### config.mk
export PLATFORM = sky130hd
export DESIGN_NAME = ram_fifo_ctrl_flat
export DESIGN_NICKNAME = d
export VERILOG_FILES = /design/src/rtl/ram_fifo_ctrl_if.sv /design/src/rtl/ram_fifo_ctrl.sv /design/src/flat_wrapper.sv
export SDC_FILE = /design/constraint.sdc
export NUM_CORES = 1
export LEC_CHECK = 0
export ABC_AREA = 1
export CAP_MARGIN = 5
export CORE_MARGIN = 4
export CORE_UTILIZATION = 45
export DETAILED_ROUTE_END_ITERATION = 16
export PLACE_DENSITY = 0.75
export SKIP_CTS_REPAIR_TIMING = 1
export SLEW_MARGIN = 10
export SYNTH_ARGS = -nofsm -noshare
export SYNTH_HDL_FRONTEND = slang
export SYNTH_SLANG_ARGS = --single-unit
### constraint.sdc
create_clock -name clk -period 4.6 [get_ports clk]
set_input_delay 1.38 -clock clk [delete_from_list [all_inputs] [get_ports clk]]
set_output_delay 1.38 -clock clk [all_outputs]
set_load 0.1 [all_outputs]
### src/rtl/ram_fifo_ctrl_if.sv
// rtl/ram_fifo_ctrl_if.sv - push/pop handshake and RAM port bundle for ram_fifo_ctrl
//
// Purpose: groups every non-clock/reset signal of ram_fifo_ctrl.
//   slave  modport : the controller itself.
//   master modport : the surrounding logic (push source, pop sink and the RAM).
// Signals:
//   wr_valid/wr_data/wr_ready : push port
//   rd_valid/rd_data/rd_ready : pop port (rd_data is the FIFO head)
//   count/full/empty          : occupancy status
//   ram_we/ram_addr/ram_wdata : controller -> single-port RAM
//   ram_rdata                 : RAM -> controller, registered one cycle after addr
interface ram_fifo_ctrl_if #(
  parameter int DATA_WIDTH = 8,
  parameter int ADDR_WIDTH = 7
);
  logic                  wr_valid;
  logic [DATA_WIDTH-1:0] wr_data;
  logic                  wr_ready;
  logic                  rd_valid;
  logic [DATA_WIDTH-1:0] rd_data;
  logic                  rd_ready;
  logic [ADDR_WIDTH:0]   count;
  logic                  full;
  logic                  empty;
  logic                  ram_we;
  logic [ADDR_WIDTH-1:0] ram_addr;
  logic [DATA_WIDTH-1:0] ram_wdata;
  logic [DATA_WIDTH-1:0] ram_rdata;

  modport slave (
    input  wr_valid, wr_data, rd_ready, ram_rdata,
    output wr_ready, rd_valid, rd_data, count, full, empty,
    output ram_we, ram_addr, ram_wdata
  );

  modport master (
    output wr_valid, wr_data, rd_ready, ram_rdata,
    input  wr_ready, rd_valid, rd_data, count, full, empty,
    input  ram_we, ram_addr, ram_wdata
  );
endinterface

### src/rtl/ram_fifo_ctrl.sv
// rtl/ram_fifo_ctrl.sv - FIFO controller in front of a single-port synchronous RAM
//
// Purpose: turns a single-port RAM (shared address, write on posedge when we=1,
// read data registered one cycle after the address) into a FIFO with
// valid/ready push and pop ports. One RAM access per cycle; a pending read
// always wins the port over a write. Read data lands in a one-entry output
// register that drives the pop port.
// Ports:
//   clk   : clock, all state updates on posedge
//   rst_n : asynchronous active-low reset
//   bus   : ram_fifo_ctrl_if.slave (push, pop, status and RAM port signals)
// Parameters:
//   DATA_WIDTH : word width, must match the RAM
//   ADDR_WIDTH : RAM address width
//   MEM_DEPTH  : RAM words in use, 3 <= MEM_DEPTH <= 2**ADDR_WIDTH (any value)
module ram_fifo_ctrl #(
  parameter int DATA_WIDTH = 8,
  parameter int ADDR_WIDTH = 7,
  parameter int MEM_DEPTH  = 128
) (
  input  logic           clk,
  input  logic           rst_n,
  ram_fifo_ctrl_if.slave bus
);

  localparam logic [ADDR_WIDTH:0]   DEPTH_CNT = (ADDR_WIDTH+1)'(MEM_DEPTH);
  localparam logic [ADDR_WIDTH-1:0] LAST_PTR  = ADDR_WIDTH'(MEM_DEPTH - 1);

  // IDLE: no read outstanding. RD_WAIT: read issued last cycle, RAM data
  // becomes valid this cycle.
  typedef enum logic {
    IDLE    = 1'b0,
    RD_WAIT = 1'b1
  } state_t;

  state_t                state_q,     state_d;
  logic [ADDR_WIDTH-1:0] wr_ptr_q,    wr_ptr_d;
  logic [ADDR_WIDTH-1:0] rd_ptr_q,    rd_ptr_d;
  logic [ADDR_WIDTH:0]   mem_count_q, mem_count_d;
  logic                  out_valid_q, out_valid_d;
  logic [DATA_WIDTH-1:0] out_data_q,  out_data_d;

  logic full;
  logic rd_issue;
  logic wr_ready;
  logic wr_fire;
  logic pop;

  // Pointers wrap explicitly so MEM_DEPTH need not be a power of two.
  function automatic logic [ADDR_WIDTH-1:0] ptr_inc(input logic [ADDR_WIDTH-1:0] p);
    return (p == LAST_PTR) ? '0 : p + ADDR_WIDTH'(1);
  endfunction

  // A read is only launched when the output register is free and no read is
  // already in flight, so at most one word is ever between RAM and rd_data.
  assign full     = (mem_count_q == DEPTH_CNT);
  assign rd_issue = (state_q == IDLE) && !out_valid_q && (mem_count_q != '0);
  assign wr_ready = !full && !rd_issue;
  assign wr_fire  = bus.wr_valid && wr_ready;
  assign pop      = out_valid_q && bus.rd_ready;

  // RAM port: address follows the read pointer only in the issue cycle; the
  // write pointer and write data are presented otherwise, gated by ram_we.
  assign bus.ram_we    = wr_fire;
  assign bus.ram_addr  = rd_issue ? rd_ptr_q : wr_ptr_q;
  assign bus.ram_wdata = bus.wr_data;

  assign bus.wr_ready = wr_ready;
  assign bus.rd_valid = out_valid_q;
  assign bus.rd_data  = out_data_q;
  assign bus.full     = full;
  assign bus.count    = mem_count_q
                      + (ADDR_WIDTH+1)'(state_q == RD_WAIT)
                      + (ADDR_WIDTH+1)'(out_valid_q);
  assign bus.empty    = (bus.count == '0);

  always_ff @(posedge clk or negedge rst_n) begin
    if (!rst_n) begin
      state_q     <= IDLE;
      wr_ptr_q    <= '0;
      rd_ptr_q    <= '0;
      mem_count_q <= '0;
      out_valid_q <= 1'b0;
      out_data_q  <= '0;
    end else begin
      state_q     <= state_d;
      wr_ptr_q    <= wr_ptr_d;
      rd_ptr_q    <= rd_ptr_d;
      mem_count_q <= mem_count_d;
      out_valid_q <= out_valid_d;
      out_data_q  <= out_data_d;
    end
  end

  always_comb begin
    state_d     = state_q;
    wr_ptr_d    = wr_ptr_q;
    rd_ptr_d    = rd_ptr_q;
    mem_count_d = mem_count_q;
    out_valid_d = out_valid_q;
    out_data_d  = out_data_q;

    // Read issue and write are mutually exclusive (wr_ready excludes
    // rd_issue), so mem_count never sees an increment and decrement together.
    if (wr_fire) begin
      wr_ptr_d    = ptr_inc(wr_ptr_q);
      mem_count_d = mem_count_q + (ADDR_WIDTH+1)'(1);
    end

    // Consuming the head just empties the register; rd_data keeps the old
    // word until the next capture.
    if (pop) begin
      out_valid_d = 1'b0;
    end

    unique case (state_q)
      IDLE: begin
        if (rd_issue) begin
          rd_ptr_d    = ptr_inc(rd_ptr_q);
          mem_count_d = mem_count_q - (ADDR_WIDTH+1)'(1);
          state_d     = RD_WAIT;
        end
      end
      RD_WAIT: begin
        // out_valid is necessarily 0 here (issue required it), so capture
        // cannot collide with a pop.
        out_data_d  = bus.ram_rdata;
        out_valid_d = 1'b1;
        state_d     = IDLE;
      end
      default: begin
        state_d = IDLE;
      end
    endcase
  end

endmodule

### src/flat_wrapper.sv
// flat-port wrapper written by rule: the top's interface ports become plain ports
module ram_fifo_ctrl_flat 
#(
  parameter int DATA_WIDTH = 8,
  parameter int ADDR_WIDTH = 7,
  parameter int MEM_DEPTH  = 128
)
  (clk, rst_n, bus_wr_valid, bus_wr_data, bus_rd_ready, bus_ram_rdata, bus_wr_ready, bus_rd_valid, bus_rd_data, bus_count, bus_full, bus_empty, bus_ram_we, bus_ram_addr, bus_ram_wdata);
  ram_fifo_ctrl_if #(.DATA_WIDTH(DATA_WIDTH), .ADDR_WIDTH(ADDR_WIDTH)) bus_i ();
  input  logic clk;
  input  logic rst_n;
  input wire logic [$bits(bus_i.wr_valid)-1:0] bus_wr_valid;
  input wire logic [$bits(bus_i.wr_data)-1:0] bus_wr_data;
  input wire logic [$bits(bus_i.rd_ready)-1:0] bus_rd_ready;
  input wire logic [$bits(bus_i.ram_rdata)-1:0] bus_ram_rdata;
  output wire logic [$bits(bus_i.wr_ready)-1:0] bus_wr_ready;
  output wire logic [$bits(bus_i.rd_valid)-1:0] bus_rd_valid;
  output wire logic [$bits(bus_i.rd_data)-1:0] bus_rd_data;
  output wire logic [$bits(bus_i.count)-1:0] bus_count;
  output wire logic [$bits(bus_i.full)-1:0] bus_full;
  output wire logic [$bits(bus_i.empty)-1:0] bus_empty;
  output wire logic [$bits(bus_i.ram_we)-1:0] bus_ram_we;
  output wire logic [$bits(bus_i.ram_addr)-1:0] bus_ram_addr;
  output wire logic [$bits(bus_i.ram_wdata)-1:0] bus_ram_wdata;
  assign bus_i.wr_valid = bus_wr_valid;
  assign bus_i.wr_data = bus_wr_data;
  assign bus_i.rd_ready = bus_rd_ready;
  assign bus_i.ram_rdata = bus_ram_rdata;
  assign bus_wr_ready = bus_i.wr_ready;
  assign bus_rd_valid = bus_i.rd_valid;
  assign bus_rd_data = bus_i.rd_data;
  assign bus_count = bus_i.count;
  assign bus_full = bus_i.full;
  assign bus_empty = bus_i.empty;
  assign bus_ram_we = bus_i.ram_we;
  assign bus_ram_addr = bus_i.ram_addr;
  assign bus_ram_wdata = bus_i.ram_wdata;
  ram_fifo_ctrl #(.DATA_WIDTH(DATA_WIDTH), .ADDR_WIDTH(ADDR_WIDTH), .MEM_DEPTH(MEM_DEPTH)) u_core (.clk(clk), .rst_n(rst_n), .bus(bus_i));
endmodule
Word level (Yosys, flattened, before mapping)
Index checks and enable logic that the tools add are counted.
{"block": "word_totals", "ff_bits": 32, "input_bits": 20, "out_inout_bits": 36, "elab_cells": 38}
{"block": "op_classes", "n_addsub": 6, "eq_ne": 3, "muxes": 10, "n_bitwise": 1, "n_reduce_logical": 12}
{"op": "$mux 8", "n": 3}
{"op": "$mux 7", "n": 3}
{"op": "$add 8x1->8", "n": 2}
{"op": "$add 7x1->7 const B", "n": 2}
{"op": "$eq 7x7->1 const B", "n": 2}
{"op": "$add 8x1->8 const B", "n": 1}
{"op": "$eq 8x8->1 const B", "n": 1}
{"op": "$logic_not 8->1", "n": 1}
{"op": "$reduce_bool 8->1", "n": 1}
{"op": "$sub 8x1->8 const B", "n": 1}
{"op": "$logic_and 1x1->1", "n": 5}
{"op": "$logic_not 1->1", "n": 3}
{"op": "$mux 1", "n": 3}
{"op": "$pmux 1 s2", "n": 1}
{"op": "$reduce_and 2->1", "n": 1}
{"op": "$reduce_bool 2->1", "n": 1}
{"op": "$not 1->1", "n": 1}

Longest topological paths before layout
Gate-level depths: netlist of the first run.
{"block": "logic_depth", "depth_word": 9, "ltp_mapped": 10, "mapped_depth_nobuf": 9}

Least setup slack after synthesis of the first run
No wires, ideal clock.
{"block": "synth_path", "path_type": "reg2out", "from": "reg u_core.out_valid_q, in the netlist u_core.bus.rd_valid", "to": "out bus_empty", "arrival_time_ns": 4.616, "required_ns": 3.220, "path_slack_ns": -1.396, "stages_incl_launch_ff": 7, "n_path_buf": 0, "path_cell_list": "dfrtp_1 -> fa_1 -> ha_1 -> nand3_1 -> xor2_1 -> nand3b_1 -> nor3_1"}
{"block": "synth_between", "elab_chain_len": 2}
{"element": "start, declared", "line": "ram_fifo_ctrl.sv:40", "source": "logic out_valid_q, out_valid_d;"}
{"element": "start signal, assigned", "line": "ram_fifo_ctrl.sv:90", "source": "out_valid_q <= out_valid_d;"}
{"element": "$add 8x1->8", "line": "ram_fifo_ctrl.sv:74", "source": "+ (ADDR_WIDTH+1)'(out_valid_q);"}
{"element": "via bus_count[4]", "line": "flat_wrapper.sv:19", "source": "output wire logic [$bits(bus_i.count)-1:0] bus_count;"}
{"element": "$logic_not 8->1", "line": "ram_fifo_ctrl.sv:75", "source": "assign bus.empty = (bus.count == '0);"}
{"element": "end, declared", "line": "flat_wrapper.sv:21", "source": "output wire logic [$bits(bus_i.empty)-1:0] bus_empty;"}
The timed path passes the listed nets, and every way through them passes these cells.

Worst setup path after layout of the first run
{"block": "layout_path", "from": "in bus_wr_valid", "to": "out bus_ram_we"}
{"block": "layout_between", "elab_chain_len": 1}
{"element": "start, declared", "line": "flat_wrapper.sv:12", "source": "input wire logic [$bits(bus_i.wr_valid)-1:0] bus_wr_valid;"}
{"element": "$logic_and 1x1->1", "line": "ram_fifo_ctrl.sv:59", "source": "assign wr_fire = bus.wr_valid && wr_ready;"}
{"element": "end, declared", "line": "flat_wrapper.sv:22", "source": "output wire logic [$bits(bus_i.ram_we)-1:0] bus_ram_we;"}
No other way between the ends.

==> results.md, run 1 <==
* Post-Syn Nets at 307
* Drt pass-1 iters at 4
* Vias per inst at 5.05
* Worst setup SP type: input pin
* DPL Wire Length at between 3000 and 4000 µm
* CTS Sinks at 32
* First-pass GRT wire length at 7780 µm
* Ant diodes at 0
* TNS Setup at 0 ps
* Cells after Synth at 280
* Status: finished, final reports clean
* Area contributors post-synth: dfrtp_1 38%, nand2_1 16%, xor2_1 7.8%
* CP required at 3220 ps
* Synth warn at 0
* Setup crit end kind: output pin
* Starting Density at 47.5%
* Die Area at 0.00588 mm²
* Setup violations, final at 0
* Yosys reg bits at 32
* Worst-Margin Slew at 985 ps
* Top_reg_cell synth: dfrtp_1
* Vias in the first global route at between 1.5k and 2k
* Remaining antenna violation count at 0
* Largest net degree at the start of global routing at 33
* Worst-path clk slew at 70 ps
* Count of flip-flops with a built-in enable after synthesis at 0
* Max Slew Vio Count at 0
* Total number of vias at 1838
* Max Root-Sink Buffers at 2
* Final net count at 338
* GP Congestion at ~0.81
* Core box area at 0.00447 mm²
* Avg Cell Area, Syn at 7.59 µm²
* Antenna violations before repair at 0
* Min-Delay Path Class: reg2reg
* RSZ-0062 raised after global routing: no
* IO Pins at 56
* CP max FO at 11
* Place WS at 606 ps
* Top-count cell post-synth: nand2_1
* Synth unique cells at 28
* Async SR Flop Fraction at 100%
* Post-synthesis sequential area ratio at 37.7%
* WP data arrival at 2620 ps
* Worst slew margin at 34.1%
* Drt total wl at 4390 µm
* Synth-to-layout area growth at 21.4%
* Maxcap violations at 0
* Critical setup path kind: in2out
* Die height at 76.7 µm
* DRC at 0
* CTS tree: yes
* Synth Cell Area at 0.00212 mm²
* DR iter-0 viols at approximately 150
* PortBufs at 39
* Fraction of the cycle the final worst path needs at 86.9%
* Final WS setup at around 600 ps
* Worst-Skew Late Latency at between 200 and 300 ps
* Post-synth top area share at 37.7%
* Clock Tree Root: clkbuf_8
* Fmax at 250 MHz
* Total track usage at ~16%
* Die X-Extent at 76.7 µm
* Fin. Hold Viols at 0
* Top cell type by total area after synthesis: dfrtp_1
* Fin Hold WS at around 470 ps
* GRT overflow at 0
* Total CTS buffers at 5
* Wirelength per Cell at approximately 12 µm
* Row Count at 24
* H-tree depth at 2
* Share of cells above drive strength 1 at 15.1%
* Tmin final at approximately 4000 ps
* Post-synth top cells: 90 x nand2_1, 32 x dfrtp_1, 25 x inv_1
* Skew final at 4.13 ps
==> logic make-up (layout without fill, tap and decap cells) <==
family                   count (synthesis)  count (layout)  synth area share [%]
adder cells (fa/ha/maj)                  7               7                  4.48
XOR/XNOR                                22              22                  9.07
AND/OR/NAND/NOR                        152             152                  32.2
buffers and inverters                   45              77                  10.9
AO/OA/AOI/OAI                           22              22                  5.71
flip-flops                              32              32                  37.7
==> critical path, stage by stage <==
cell and delay (ps):
clkdlybuf4s50_1 630, nand3_4 170, inv_2 230, buf_12 210
==> sequential cells by signal (all words and copies together), names as in the netlist <==
register             cells
u_core.wr_ptr_q          7
u_core.state_q           1
u_core.rd_ptr_q          7
u_core.bus.rd_data       8
u_core.mem_count_q       8
u_core.bus.rd_valid      1
==> layout make-up <==
cell class / instances / area, µm²
clock buffer: 7 / 86.3
clock inverter: 1 / 7.51
fill: 414 / 1900
inverter: 28 / 109
multi-input combinational: 203 / 1140
sequential: 32 / 805
tap: 52 / 65.1
timing repair buffer: 41 / 370
==> layout by cell type (no fill, tap or decap) <==
| cell | instances |
|---|---|
| xor2_1 | 16 |
| nand4_4 | 1 |
| o21ai_1 | 11 |
| nand2_2 | 1 |
| a21oi_1 | 1 |
| nand3_4 | 1 |
| clkinv_1 | 1 |
| nand3_2 | 2 |
| nor2_1 | 20 |
| inv_2 | 2 |
| nor2_2 | 2 |
| nor2_4 | 1 |
| inv_1 | 24 |
| fa_2 | 1 |
| o21ai_0 | 9 |
| or2_2 | 1 |
| clkdlybuf4s50_1 | 20 |
| nand2_1 | 90 |
| ha_2 | 1 |
| buf_12 | 1 |
| dfrtp_4 | 1 |
| nand4_1 | 10 |
| xnor2_1 | 3 |
| nand3_1 | 19 |
| clkinvlp_4 | 2 |
| ha_1 | 5 |
| o21ai_4 | 1 |
| xor2_4 | 1 |
| nand3b_1 | 1 |
| clkbuf_8 | 6 |
| dfrtp_1 | 31 |
| xor2_2 | 2 |
| buf_4 | 20 |
| clkbuf_1 | 1 |
| nor3_1 | 3 |
==> per-layer routing <==
layer  vias to the layer above  GRT usage [%]  wire length, µm
met3                         8           4.33              242
met1                       848           19.8             1970
met4                         0           6.34               74
li1                        936              -                -
met2                        46           27.5             2090
met5                         -              0                0
==> through the flow <==
| stage | cell area, µm² | utilization, % | cells |
|---|---|---|---|
| global placement | 2480 | 55.5 | 356 |
| floorplan | 2180 | - | 280 |
| detailed placement | 2480 | 55.5 | 356 |
| finish | 2580 | 57.6 | 364 |
| global route | 2580 | 57.6 | 364 |
| CTS | 2580 | 57.6 | 364 |
==> final timing paths <==
kind,slack [ps],cells past startpoint,startpoint,to
min in group asynchronous,1500,2,rst_n,u_core.rd_ptr_q[6]
worst max register to register,2410,7,u_core.mem_count_q[0],u_core.mem_count_q[0]
worst min-delay path,470,2,u_core.bus.rd_data[6],u_core.bus.rd_data[6]
worst min register to register,470,2,u_core.bus.rd_data[6],u_core.bus.rd_data[6]
max in group asynchronous,2780,2,rst_n,u_core.bus.rd_valid
worst max-delay path,600,4,bus_wr_valid,bus_ram_we
Power of run 1 is left out: the tool's default activity adds up to more than one toggle a clock period on the data nets, which glitch-free logic cannot reach.
==> run 2: changes to the inputs <==
Settings changed: SETUP_SLACK_MARGIN set to 0.1.
==> results of run 2 <==
Final layout, timing and power as in run 1 (identical DEF).
Power of run 2 is left out for the same reason.
==> edit, RTL diff (config.mk and constraints of run 1) <==
`ADDR_WIDTH` is set to 7 in 3 places; all go to 6.
--- a/src/rtl/ram_fifo_ctrl_if.sv
+++ b/src/rtl/ram_fifo_ctrl_if.sv
@@ -11,7 +11,7 @@
 //   ram_rdata                 : RAM -> controller, registered one cycle after addr
 interface ram_fifo_ctrl_if #(
   parameter int DATA_WIDTH = 8,
-  parameter int ADDR_WIDTH = 7
+  parameter int ADDR_WIDTH = 6
 );
   logic                  wr_valid;
   logic [DATA_WIDTH-1:0] wr_data;
--- a/src/rtl/ram_fifo_ctrl.sv
+++ b/src/rtl/ram_fifo_ctrl.sv
@@ -15,7 +15,7 @@
 //   MEM_DEPTH  : RAM words in use, 3 <= MEM_DEPTH <= 2**ADDR_WIDTH (any value)
 module ram_fifo_ctrl #(
   parameter int DATA_WIDTH = 8,
-  parameter int ADDR_WIDTH = 7,
+  parameter int ADDR_WIDTH = 6,
   parameter int MEM_DEPTH  = 128
 ) (
   input  logic           clk,
--- a/src/flat_wrapper.sv
+++ b/src/flat_wrapper.sv
@@ -2,7 +2,7 @@
 module ram_fifo_ctrl_flat 
 #(
   parameter int DATA_WIDTH = 8,
-  parameter int ADDR_WIDTH = 7,
+  parameter int ADDR_WIDTH = 6,
   parameter int MEM_DEPTH  = 128
 )
   (clk, rst_n, bus_wr_valid, bus_wr_data, bus_rd_ready, bus_ram_rdata, bus_wr_ready, bus_rd_valid, bus_rd_data, bus_count, bus_full, bus_empty, bus_ram_we, bus_ram_addr, bus_ram_wdata);
Ports: changed (resized bus_count and bus_ram_addr); port bits go from 56 to 54. No check against the original RTL was run, so the function may have changed too.
==> edit against run 1 <==
Maximum frequency is 3.0% lower; sequential share of layout area is 0.062 points lower; highest routed layer unchanged; sequential cell count is 3 lower; routed wire length decreased by 13%; synthesized area fell by 10%; critical endpoint is now bus_empty; synthesized cell count fell by 9.3%; setup slack worse by 120 ps; final area fell by 9.5%.
Power is left out: the tool's default activity adds up to more than one toggle a clock period on the data nets, which glitch-free logic cannot reach.
==> edit: results (changes against run 1) <==
status:
  status: "completed"  # unchanged
detailed_routing:
  first_pass_iters: 4  # unchanged
  drt-initial-drc-count: 97  # was 154
  viasPerCell: 4.85  # was 5.05
  wire_per_inst_um: 11.3  # was 12.0 µm
synth:
  synth_async_sr_flop_share_pct: 100  # unchanged
  synthTopCellsByCount: "nand2_1 (89), dfrtp_1 (29), inv_1 (29), nand3_1 (24), nor2_1 (15)"  # was nand2_1 (90), dfrtp_1 (32), inv_1 (25), nand3_1 (20), nor2_1 (20)
  ys_seq_area_share_pct: 38.2  # was 37.7%
  syn_nets: 281  # was 307
  netlist_top_cells_area: "dfrtp_1 (38%), nand2_1 (18%), nand3_1 (6.3%), inv_1 (5.7%), buf_4 (3.9%)"  # was dfrtp_1 (38%), nand2_1 (16%), xor2_1 (7.8%), nand3_1 (4.7%), inv_1 (4.4%)
  ys_warn_count: 0  # unchanged
  yosysUniqueCellTypes: 24  # was 28
cells_and_area:
  nNetsFinal: 313  # was 338
  drive_gt1_share_pct: 15.3  # was 15.1%
  largest_reg_flops: 8
  fillers: 387  # was 414
  seqCellArea_um2: 727  # was 805 µm²
grt:
  grt.total_usage_pct: 16.3  # about the same
  grt_pass1_vias: 1579  # was 1735
  grt_max_degree: 30  # was 33
  grt_pass1_wl_um: 6870  # was 7780 µm
hold_path:
  hp-start: "u_core.bus.rd_data[3]"  # was u_core.bus.rd_data[6]
  hold_path_class: "flip-flop to flip-flop"  # unchanged
clock_network:
  numCtsBuffers: 5  # unchanged
  clock_path_buffers: 2  # unchanged
  clk_pin_slew_ps: 60
setup_path:
  crit_family: "adder cells"  # was buffers and inverters
  crit_slowest_cell: "dfrtp_1"  # was clkdlybuf4s50_1
  critPathArrivalTime_ps: 2740  # was 2620 ps
  cp_max_fo: 10  # was 11
  max_stage_delay_ps: 550  # was 630 ps
  setup.worst_path.start: "u_core.state_q"  # was bus_wr_valid
placed_design:
  place.gp.congestion: 0.852  # was 0.814
  io_buffers: 37  # was 39
  place_area_mm2: 0.00224  # was 0.00248 mm²
  hpwl_um: 2990  # was 3260 µm
sta:
  clock_skew_ps: 5.68  # was 4.13 ps
  worst_pin_slew_ps: 978  # was 985 ps
flow_run:
  maxCapViolCount: 0  # unchanged
-- edit: cell count changes in the layout (fill, tap and decap cells not counted), sizes merged, moves of 3 or more --
cell | run 1 | this run
o21ai | 21 | 14
nor2 | 23 | 17
nand4 | 11 | 7
xor2 | 19 | 8
inv | 26 | 33
buf | 21 | 18
nand3 | 22 | 27
dfrtp | 32 | 29
-- edit: stage by stage --
stage	std cells	setup WS, ps	hold slack, ps
2_1_floorplan	254	120	483
3_3_place_gp	329	701	455
3_5_place_dp	329	673	460
4_1_cts	337	465	477
5_1_grt	337	217	494
6_report	337	481	473
-- edit: path summary, 6_finish.rpt --
path	cells after the start	slack (ps)	to
worst max-delay path	10	480	bus_empty
worst min-delay path	2	470	u_core.bus.rd_data[3]
worst max register to register	11	2560	u_core.mem_count_q[2]
worst min register to register	2	470	u_core.bus.rd_data[3]
max in group asynchronous	2	2840	u_core.bus.rd_valid
min in group asynchronous	2	1480	u_core.bus.rd_data[2]
-- edit: layout make-up --
cell class	instances	area share, %
Tap cell	50	2.68
Inverter	34	5.57
Timing Repair Buffer	38	16.0
Clock buffer	8	3.86
Multi-Input combinational cell	178	40.8
Sequential cell	29	31.1
-- edit: worst min-delay path: cells and delay by family, from the launching register on --
family	cells	cell delay (ps)
and+or+nand+nor	2	100
DFF	1	340
-- edit: layer usage --
metal | global-route usage [%] | up-vias | share of wire, %
li1 | - | 847 | -
met1 | 20.6 | 742 | 44
met2 | 26.8 | 40 | 49
met3 | 3.86 | 6 | 5.9
met4 | 6.15 | 0 | 1.3
met5 | 0 | - | 0
-- edit: kinds of logic (layout without fill, tap and decap cells) --
| group | after synthesis | count (layout) | synth area share (%) |
|---|---|---|---|
| flip-flops | 29 | 29 | 38.2 |
| AO/OA/AOI/OAI | 14 | 14 | 4.87 |
| XOR/XNOR | 12 | 12 | 5.53 |
| adder cells (fa/ha/maj) | 7 | 7 | 5.00 |
| AND/OR/NAND/NOR | 145 | 145 | 33.9 |
| buffers and inverters | 47 | 80 | 12.6 |
